### src/rtl/avalon_s_rr_arbiter.sv
// N-host to 1-device Avalon-MM arbiter: round-robin with HOLD stickiness, grant locked across stalls.
// Define AVN_ARB_FIXED_PRIORITY_EN for lowest-index-wins selection (no last/hold tracking).
module avalon_s_rr_arbiter #(
  parameter int unsigned NH   = 2,
  parameter int unsigned DW   = 32,
  parameter int unsigned AW   = 32,
  parameter int unsigned HOLD = 1
) (
  input  logic               clk,
  input  logic               rst_n,
  input  logic [NH-1:0]      hosts_avn_read,
  input  logic [NH-1:0]      hosts_avn_write,
  input  logic [NH*AW-1:0]   hosts_avn_address,
  input  logic [NH*DW/8-1:0] hosts_avn_byte_enable,
  input  logic [NH*DW-1:0]   hosts_avn_writedata,
  output logic [NH*DW-1:0]   hosts_avn_readdata,
  output logic [NH-1:0]      hosts_avn_waitrequest,
  output logic               device_avn_read,
  output logic               device_avn_write,
  output logic [AW-1:0]      device_avn_address,
  output logic [DW/8-1:0]    device_avn_byte_enable,
  output logic [DW-1:0]      device_avn_writedata,
  input  logic [DW-1:0]      device_avn_readdata,
  input  logic               device_avn_waitrequest
);

  localparam int unsigned BW = DW / 8;
  localparam int unsigned LW = (NH > 1) ? $clog2(NH) : 1;

  typedef enum logic [0:0] {StIdle, StLock} state_e;

  state_e        r_state;
  logic [NH-1:0] r_grant;
  logic [NH-1:0] w_req;
  logic [NH-1:0] w_win;
  logic [NH-1:0] w_grant;
  logic          w_active;

  assign w_req = hosts_avn_read | hosts_avn_write;

`ifdef AVN_ARB_FIXED_PRIORITY_EN
  always_comb begin
    logic found;
    w_win = '0;
    found = 1'b0;
    for (int i = 0; i < int'(NH); i++) begin
      if (w_req[i] && !found) begin
        w_win[i] = 1'b1;
        found    = 1'b1;
      end
    end
  end
`else
  localparam int unsigned CW = $clog2(HOLD + 1);

  logic [LW-1:0] r_last;
  logic [CW-1:0] r_hold;
  logic [LW-1:0] w_gnt_idx;
  logic          w_done;

  // r_hold == 0 means nothing has completed since reset, so no stickiness applies.
  always_comb begin
    logic          found;
    int unsigned   j;
    logic [LW-1:0] idx;
    w_win = '0;
    found = 1'b0;
    j     = 0;
    idx   = '0;
    if (r_hold != '0 && r_hold < CW'(HOLD) && w_req[r_last]) begin
      w_win[r_last] = 1'b1;
    end else begin
      for (int unsigned k = 1; k <= NH; k++) begin
        j = int'(r_last) + k;
        if (j >= NH) j = j - NH;
        idx = LW'(j);
        if (w_req[idx] && !found) begin
          w_win[idx] = 1'b1;
          found      = 1'b1;
        end
      end
    end
  end

  always_comb begin
    w_gnt_idx = '0;
    for (int i = 0; i < int'(NH); i++) begin
      if (w_grant[i]) w_gnt_idx = LW'(i);
    end
  end

  assign w_done = w_active & ~device_avn_waitrequest;
`endif

  assign w_grant  = (r_state == StLock) ? r_grant : w_win;
  assign w_active = |(w_grant & w_req);

  // AND-OR mux keeps ungranted lanes from leaking X into the device command.
  always_comb begin
    device_avn_read        = |(w_grant & hosts_avn_read);
    device_avn_write       = |(w_grant & hosts_avn_write);
    device_avn_address     = '0;
    device_avn_byte_enable = '0;
    device_avn_writedata   = '0;
    for (int i = 0; i < int'(NH); i++) begin
      device_avn_address     = device_avn_address |
                               (hosts_avn_address[i*AW +: AW] & {AW{w_grant[i]}});
      device_avn_byte_enable = device_avn_byte_enable |
                               (hosts_avn_byte_enable[i*BW +: BW] & {BW{w_grant[i]}});
      device_avn_writedata   = device_avn_writedata |
                               (hosts_avn_writedata[i*DW +: DW] & {DW{w_grant[i]}});
    end
  end

  assign hosts_avn_waitrequest = ~w_grant | {NH{device_avn_waitrequest}};
  assign hosts_avn_readdata    = {NH{device_avn_readdata}};

  always_ff @(posedge clk or negedge rst_n) begin
    if (!rst_n) begin
      r_state <= StIdle;
      r_grant <= '0;
`ifndef AVN_ARB_FIXED_PRIORITY_EN
      r_last  <= LW'(NH - 1);
      r_hold  <= '0;
`endif
    end else begin
      unique case (r_state)
        StIdle: begin
          if (w_active && device_avn_waitrequest) begin
            r_grant <= w_grant;
            r_state <= StLock;
          end
        end
        StLock: begin
          // Either a completion or the granted host abandoning its request.
          if (!w_active || !device_avn_waitrequest) begin
            r_grant <= '0;
            r_state <= StIdle;
          end
        end
        default: r_state <= StIdle;
      endcase
`ifndef AVN_ARB_FIXED_PRIORITY_EN
      if (w_done) begin
        r_last <= w_gnt_idx;
        if (w_gnt_idx == r_last) begin
          if (r_hold < CW'(HOLD)) r_hold <= r_hold + 1'b1;
        end else begin
          r_hold <= CW'(1);
        end
      end
`endif
    end
  end

endmodule

### config.mk
export PLATFORM = sky130hd
export DESIGN_NAME = avalon_s_rr_arbiter
export DESIGN_NICKNAME = d
export VERILOG_FILES = /design/src/rtl/avalon_s_rr_arbiter.sv
export SDC_FILE = /design/constraint.sdc
export NUM_CORES = 1
export LEC_CHECK = 0
export CORE_AREA = 2 2 119 121
export DETAILED_ROUTE_END_ITERATION = 12
export DIE_AREA = 0 0 121 123
export HOLD_SLACK_MARGIN = 0.03
export PLACE_DENSITY = 0.63
export REMOVE_ABC_BUFFERS = 1
export SKIP_LAST_GASP = 1
export SYNTH_ARGS = -nofsm -noshare
export SYNTH_HDL_FRONTEND = slang
export SYNTH_SLANG_ARGS = --single-unit
### constraint.sdc
create_clock -name clk -period 1.6 [get_ports clk]
set_input_delay 0.16 -clock clk [delete_from_list [all_inputs] [get_ports clk]]
set_output_delay 0.16 -clock clk [all_outputs]
set_load 0.01 [all_outputs]
After elaboration in Yosys (flattened, before gate mapping)

Cells that the tools add are included.

Logic and storage cells: 89
Bits in registers: 5
Bits of input ports: 175
Output and inout port bits: 136

Mux-type cells: 32
Add/subtract/negate cells: 5
Reductions and logical operators: 16
Eq/ne operators: 4
Bitwise operators: 19
Order comparisons: 9

Operators with widths:

| kind                | number |
|---|---|
| $and 32x32->32      | 4 |
| $or 32x32->32       | 2 |
| $mux 1              | 20 |
| $mux 2              | 7 |
| $and 4x4->4         | 2 |
| $logic_and 1x1->1   | 7 |
| $and 2x2->2         | 3 |
| $lt 1x2->1 const B  | 3 |
| $or 2x2->2          | 3 |
| $reduce_or 2->1     | 3 |
| $ne 2x2->1 const B  | 2 |
| $or 4x4->4          | 1 |
| $pmux 2 s2          | 1 |
| $reduce_and 2->1    | 2 |
| $add 1x2->3 const B | 1 |
| $demux 1 s1         | 3 |
| $ge 1x1->1 const B  | 3 |
| $ge 3x2->1 const B  | 1 |
| $logic_not 1->1     | 3 |
| $add 1x1->2 const B | 1 |
| $ge 2x2->1 const B  | 1 |
| $ne 2x1->1 const B  | 1 |
| $not 1->1           | 2 |
| $not 2->2           | 1 |
| other kinds (7)     | 8 |

Depth between registers and ports, before layout

Gate-level depths: netlist of run 1.

Word-level depth: 21
Depth in mapped cells: 6
Gate-level depth less buffers: 6

Worst setup path after synthesis of run 1

OpenSTA, ideal clock, no wires.

Path type: flip-flop to output port
From: register r_last
To: output port device_avn_address[24]
Stages on the path, launching flop included: 6
Buffers on the path: 2
Arrival: 1.510 ns
Path slack: -0.070 ns
Required time: 1.440 ns
Path through: dfstp_2 -> o21ba_2 -> o31ai_4 -> buf_4 -> buf_4 -> a22o_1

Cells in the longest elaborated chain, start to end: 16
Elaborated cells between the ends (all ways): 45
Classes of those cells: add/sub: 4; order compare: 8; mux: 23; bitwise: 4; reduce/logical: 6

RTL lines:

| item                                                                  | RTL line | RTL |
|---|---|---|
| start: declaration                                                    | 56       | `logic [LW-1:0] r_last;` |
| start signal: assignment                                              | 123      | `r_last <= LW'(NH - 1);` |
| start signal: assignment                                              | 145      | `r_last <= w_gnt_idx;` |
| $add 1x1->2                                                           | 74       | `j = int'(r_last) + k;` |
| $ge 2x2->1 / $sub 1x1->1 (equally long branches)                      | 75       | `if (j >= NH) j = j - NH;` |
| $mux 1                                                                | 75       |  |
| $mux 1                                                                | 70       | `if (r_hold != '0 && r_hold < CW'(HOLD) && w_req[r_last]) begin` |
| $lt 1x2->1 (not written as such) / $ge 1x1->1 (equally long branches) | 78       | `w_win[idx] = 1'b1;` |
| $logic_and 1x1->1 (not written as such)                               | 78       |  |
| $mux 1 (not written as such)                                          | 78       |  |
| $demux 1 s1                                                           | 78       |  |
| $mux 2                                                                | 77       | `if (w_req[idx] && !found) begin` |
| $mux 2                                                                | 70       |  |
| $or 2x2->2 (no source line)                                           | -        |  |
| $mux 2                                                                | 77       |  |
| $mux 2 *                                                              | 70       |  |
| $mux 2 *                                                              | 95       | `assign w_grant = (r_state == StLock) ? r_grant : w_win;` |
| $and 32x32->32                                                        | 107      | `(hosts_avn_address[i*AW +: AW] & {AW{w_grant[i]}});` |
| $or 32x32->32 *                                                       | 106      | `device_avn_address = device_avn_address \|` |
| end: declaration                                                      | 20       | `output logic [AW-1:0] device_avn_address,` |

Mark *: on every way between the ends. The rest lies on a longest branch, timed or not. The select of a mux whose other input is x is not followed.

Final worst setup path of run 1

From: register r_last
To: output port device_avn_address[25]

The elaborated chain is that of the path after synthesis.

==> results of run 1 <==
-- layout make-up --
cell class                      instances  area (µm²)
Timing Repair Buffer                  263        2360
Fill cell                            1459        9910
Clock buffer                            4        78.8
Tap cell                              180         225
Inverter                                1        3.75
Sequential cell                         4         103
Multi-Input combinational cell        101         930
-- state kept, by name, indices dropped and copies added, names as in the netlist --
| signal | flops |
|---|---|
| r_grant | 2 |
| r_last | 1 |
| r_state | 1 |
-- per-stage QoR --
step	utilization	hold WS [ps]	TNS, ps
finish	0.272	138	-25180
global route	0.272	144	-28560
CTS	0.277	146	-26550
detailed placement	0.268	320	-50610
global placement	0.268	320	-48870
floorplan	-	-136	-71400
-- how the worst min path moves through the flow --
stage	start	end	slack (ps)	cells past startpoint
CTS	rst_n	r_grant[0]	150	1
floorplan	rst_n	r_grant[0]	-140	0
global route	rst_n	r_grant[0]	140	1
detailed placement	device_avn_readdata[12]	hosts_avn_readdata[44]	320	0
finish	rst_n	r_grant[0]	140	1
global placement	device_avn_readdata[12]	hosts_avn_readdata[44]	320	0
-- critical path, cell delays in order, from the launching register on --
cell	delay, ps
dfstp_2	530
o21ba_4	170
o31ai_4	230
buf_6	150
buf_12	140
buf_6	120
a22o_1	180
buf_6	120
-- cells by family after synthesis --
family,after synthesis
DFF,4
buffers and inverters,80
adders and majority gates,2
and+or+nand+nor,15
AOI/OAI and AO/OA,84
-- power by group through the flow --
stage / Combinational, mW / Sequential [mW] / Clock, mW
after floorplan: 2.08 / 0.225 / 0
after global placement: 5.41 / 0.207 / 0
after detailed placement: 5.45 / 0.207 / 0
after CTS: 5.62 / 0.212 / 0.403
after global routing: 5.87 / 0.222 / 0.416
final: 5.47 / 0.216 / 0.401
-- repair_timing --
action	4_1_cts	5_1_grt
gates resized for setup	318	22
setup endpoints to repair	75	75
cloned	3	1
buffers inserted	9	2
pin swaps	32	21
-- placed cells by master (no fill, tap or decap), drive strengths merged --
| master | Yosys | routed |
|---|---|---|
| o21ai | 3 | 3 |
| o31ai | 2 | 2 |
| dfrtp | 3 | 3 |
| a32o | 3 | 3 |
| nand2b | 4 | 4 |
| o41ai | 2 | 2 |
| a22o | 68 | 68 |
| nand2 | 5 | 5 |
| a21oi | 2 | 2 |
| nand3b | 1 | 1 |
| nor2 | 3 | 3 |
| dlygate4sd2 | 0 | 5 |
| clkdlybuf4s50 | 0 | 138 |
| a211o | 1 | 1 |
| ha | 2 | 2 |
| o21a | 2 | 2 |
| nor2b | 1 | 1 |
| o21ba | 1 | 1 |
| dfstp | 1 | 1 |
| or2 | 1 | 1 |
| buf | 74 | 119 |
| clkbuf | 5 | 5 |
| inv | 1 | 1 |
-- metal layers --
| metal | wire length (µm) | up-vias |
|---|---|---|
| li1 | - | 1025 |
| met1 | 4210 | 1082 |
| met2 | 5170 | 196 |
| met3 | 1860 | 6 |
| met4 | 45 | 2 |
| met5 | 52 | - |
==> flow_metrics.py, run 1 <==
metrics = {
    "die": {
        "core_area_mm2": 0.0136,
        "die_w_um": 121,
        "io_pins": 311,
        "die-area_mm2": 0.0149,
        "row_count": 43,
        "start_util": 0.111,
        "die_h_um": 123,
    },
    "layout": {
        "drive_above_1_share": 0.383,
        "antenna_cells": 0,
        "fin_area_mm2": 0.00370,
        "nets": 551,
        "fin_cells": 553,
        "area_growth_pct": 146,
    },
    "sta": {
        "finalMaxSlewViolations": 0,
        "worst_slew_pin_slew_ps": 315,
        "post-route-period-util": 1.27,
        "fin_skew_ps": 2.03,
        "finalSetupViolCount": 72,
        "relSlewSlack": 0.788,
        "layout_min_cycle_time_ps": 2030,
        "max_freq_mhz": 494,
        "finalHoldViolCount": 0,
        "fin_ws_ps": -425,
        "rsz0062_at_grt": "true",
    },
    "setup_path": {
        "startpoint": "r_last",
        "r2r-start": "r_grant[0]",
        "worstSetupEndpointType": "output pin",
        "setup.worst_path.class": "reg -> out",
        "setup.worst_path.end": "device_avn_address[25]",
        "cp-start-kind": "flop",
        "r2r_end": "r_grant[0]",
        "rrSetupSlack_ps": 70,
        "rr_worst_depth": 6,
        "crit_fanout": 7,
        "required_ps": 1440,
        "crit_arrival_ps": 1870,
    },
    "synth": {
        "ys_seq_area_frac": 0.0673,
        "syn_inst": 185,
        "synthMuxAreaShare": 0,
        "synth_xor_xnor_area_share": 0,
        "synth_top_area_share": 0.395,
        "ys_seq_elements": 4,
        "async_flop_share": 1.00,
        "synth_enable_flop_cells": 0,
        "synth.avg_cell_area_um2": 8.14,
        "synth_common_cells": "a22o_1, buf_4, buf_2",
        "synth_compound_area_frac": 0.494,
        "yosysMostFrequentCell": "a22o_1",
        "synth_top_family_by_area": "compound AO/OA/AOI/OAI gates",
        "synth_fa_ha_area_frac": 0.0166,
        "synth_ff_type": "dfrtp_1",
        "ys.warnings.count": 0,
        "synthTopCellsByArea": "a22o_1, buf_4, dfrtp_1",
        "synth-simple-area-share": 0.0498,
        "yosysTopAreaCell": "a22o_1",
        "synth_area_mm2": 0.00151,
        "synth.distinct_cells": 22,
    },
    "routing": {
        "wl_per_cell_um": 20.5,
        "post-route-drc-count": 0,
        "routed_wl_um": 11300,
        "drt_iter0_markers": 119,
        "postRouteAntennaNets": 0,
        "via_per_inst": 4.18,
        "vias": 2311,
        "dr.pass1.iters": 4,
    },
    "global_routing": {
        "grt_max_degree": 21,
        "met1_usage": 0.154,
        "use_met2": 0.199,
        "grt_usage": 0.133,
        "met3_usage": 0.0996,
        "grt_overflow": 0,
        "antenna_found_initial": 0,
        "grt_pass1_vias": 2350,
        "top_usage_layer": "met2",
        "grt_pass1_wl_um": 14800,
    },
    "clock_network": {
        "clk_pin_slew_ps": 30,
        "ctsHoldBuffers": 0,
        "cts_buffers": 3,
        "clock-root-buffer": "clkbuf_16",
        "cts_tree": "done",
        "clock_sinks": 4,
        "clk_path_buf_depth": 2,
        "clock_latency_ps": 220,
        "cts-htree-levels": 1,
    },
    "pwr": {
        "p_per_area_mw_per_mm2": 1650,
        "p_seq_frac": 0.036,
        "p_sw_frac": 0.418,
        "peakVddDrop_uv": 447,
        "pwr-share-clk": 0.066,
        "intPower_mw": 3.55,
        "power_frac_comb": 0.899,
        "p_switching_mw": 2.55,
        "total_power_mw": 6.09,
        "p_leak_nw": 1.67,
    },
    "run_status": {
        "violations": "setup timing",
        "outcome": "finished, violations left",
    },
    "min_path": {
        "min_path_type": "in -> async",
    },
    "placement": {
        "pre_cts_slack_ps": -752,
        "hpwl_um": 8990,
        "dpl_cell_area_mm2": 0.00365,
        "dp.cells": 538,
        "gp_congestion": 0.759,
        "port_buffers": 214,
    },
    "job": {
        "drv_cap": 0,
    },
}
Power figures use the tool's default switching activity.
==> inputs of run 2 (changes only) <==
--- a/config.mk
+++ b/config.mk
@@ -6,6 +6,7 @@
 export NUM_CORES = 1
 export LEC_CHECK = 0
 export CORE_AREA = 2 2 119 121
+export CTS_BUF_LIST = sky130_fd_sc_hd__clkbuf_4
 export DETAILED_ROUTE_END_ITERATION = 12
 export DIE_AREA = 0 0 121 123
 export HOLD_SLACK_MARGIN = 0.03
==> flow_metrics.py, run 2 (synthesis results as in run 1) <==
metrics = {
    "setup_path": {
        "crit_family": "buffers and inverters",
        "rrSetupSlack_ps": 60,
        "crit_chain": "o21ba_4 -> o31ai_4 -> buf_6 -> buf_12 -> buf_4 -> a22o_1 -> buf_2",
        "crit_arrival_ps": 1880,
        "cpMaxStageDelayCell": "dfstp_2",
        "rr_worst_depth": 6,
        "required_ps": 1440,
        "max_stage_delay_ps": 530,
        "setup.worst_path.class": "reg -> out",
        "cp-start-kind": "flop",
        "crit_fanout": 7,
        "r2r-start": "r_grant[0]",
        "r2r_end": "r_grant[0]",
        "worstSetupEndpointType": "output pin",
        "path_buf_inv": 4,
    },
    "clock_network": {
        "clk_path_buf_depth": 2,
        "clk_pin_slew_ps": 40,
        "clock_latency_ps": 240,
        "clock_sinks": 4,
        "cts_buffers": 3,
        "ctsHoldBuffers": 0,
        "cts-htree-levels": 1,
        "clock-root-buffer": "clkbuf_4",
        "cts_tree": "done",
    },
    "pwr": {
        "p_per_area_mw_per_mm2": 1600,
        "pwr-share-clk": 0.027,
        "p_seq_frac": 0.037,
        "p_leak_nw": 1.65,
        "total_power_mw": 5.85,
        "p_switching_mw": 2.52,
        "p_sw_frac": 0.431,
        "intPower_mw": 3.33,
        "power_frac_comb": 0.936,
        "peakVddDrop_uv": 420,
    },
    "sta": {
        "whs_ps": 120,
        "finalMaxSlewViolations": 0,
        "max_freq_mhz": 491,
        "rsz0062_at_grt": "true",
        "finalHoldViolCount": 0,
        "fin_skew_ps": 7.49,
        "relSlewSlack": 0.788,
        "finalSetupViolCount": 72,
        "fin_ws_ps": -435,
        "worst_slew_pin_slew_ps": 314,
        "layout_min_cycle_time_ps": 2040,
        "post-route-period-util": 1.27,
        "fin_tns_setup_ps": -26240,
    },
    "global_routing": {
        "grt_overflow": 0,
        "antenna_found_initial": 0,
        "grt_usage": 0.134,
        "grt_pass1_vias": 2332,
        "grt_max_degree": 21,
        "grt_pass1_wl_um": 14700,
    },
    "run_status": {
        "outcome": "finished, violations left",
        "violations": "setup timing",
    },
    "layout": {
        "area_growth_pct": 143,
        "final_common_cell": "clkdlybuf4s50_1",
        "largest-register": "r_grant",
        "antenna_cells": 0,
        "mostFrequentLayoutCells": "clkdlybuf4s50_1, a22o_1, buf_2, buf_4, buf_6",
        "top_regs": "r_grant (2), r_last (1), r_state (1)",
        "drive_above_1_share": 0.386,
        "nets": 551,
        "largest_reg_flops": 2,
        "nFillCells": 1467,
    },
    "placement": {
        "pre_cts_slack_ps": -752,
        "gp_congestion": 0.759,
        "port_buffers": 214,
        "hpwl_um": 8990,
    },
    "die": {
        "die-area_mm2": 0.0149,
        "start_util": 0.111,
        "die_h_um": 123,
        "die_w_um": 121,
        "row_count": 43,
        "core_area_mm2": 0.0136,
        "io_pins": 311,
    },
    "routing": {
        "routed_wl_um": 11300,
        "dr.pass1.iters": 6,
        "postRouteAntennaNets": 0,
        "via_per_inst": 4.23,
        "wl_per_cell_um": 20.5,
        "vias": 2339,
        "drt_iter0_markers": 115,
        "post-route-drc-count": 0,
    },
    "job": {
        "drv_cap": 0,
    },
    "min_path": {
        "min_path_type": "in -> async",
    },
}
run 2: metal layers:
metal	part of all wire	track usage	wire (µm)
met4	0.0027	0.0124	31
met2	0.45	0.199	5130
met1	0.38	0.154	4260
met5	0.0048	0.0625	54
met3	0.16	0.101	1840
run 2: final cells by class:
cell class | instances | area [µm²] | share of cell area
sequential | 4 | 103 | 0.0281
timing repair buffer | 263 | 2360 | 0.647
clock buffer | 4 | 30.0 | 0.00822
tap | 180 | 225 | 0.0616
multi-input combinational | 101 | 930 | 0.254
inverter | 1 | 3.75 | 0.00103
run 2: power by group through the flow:
stage          Combinational, mW  Clock (mW)  Sequential, mW
6_report                    5.48       0.157           0.214
5_1_grt                     5.86       0.180           0.221
2_1_floorplan               2.08           0           0.225
4_1_cts                     5.62       0.162           0.212
3_3_place_gp                5.41           0           0.207
3_5_place_dp                5.45           0           0.207
run 2: stage by stage:
stage                     instances  area (µm²)  utilization
after detailed placement        538        3650        0.268
after CTS                       554        3730        0.274
final                           553        3650        0.268
after global routing            553        3650        0.268
after floorplan                 106         950            -
after global placement          538        3650        0.268
run 2: how the worst max path moves through the flow:
| stage | from | end | slack [ps] | depth (start not counted) |
|---|---|---|---|---|
| floorplan | r_last | device_avn_address[0] | -1030 | 3 |
| global placement | hosts_avn_read[1] | device_avn_address[25] | -750 | 7 |
| detailed placement | hosts_avn_read[1] | device_avn_address[25] | -750 | 7 |
| CTS | r_last | device_avn_writedata[20] | -480 | 7 |
| global route | r_last | device_avn_writedata[20] | -500 | 7 |
| finish | r_last | device_avn_writedata[0] | -440 | 7 |
run 2: repair_timing:
item / 4_1_cts / 5_1_grt
pin swaps: 32 / 21
endpoints found under the setup margin: 75 / 75
setup buffers: 9 / 2
cloned: 3 / 1
resized for setup: 318 / 22
run 2: worst register-to-register path, delay by kind of cell, from the launching register on:
kind                       cells  cell delay [ps]
AOI/OAI and AO/OA              3              570
adders and majority gates      1              250
buffers and inverters          1              150
DFF                            1              380
and+or+nand+nor                1               70
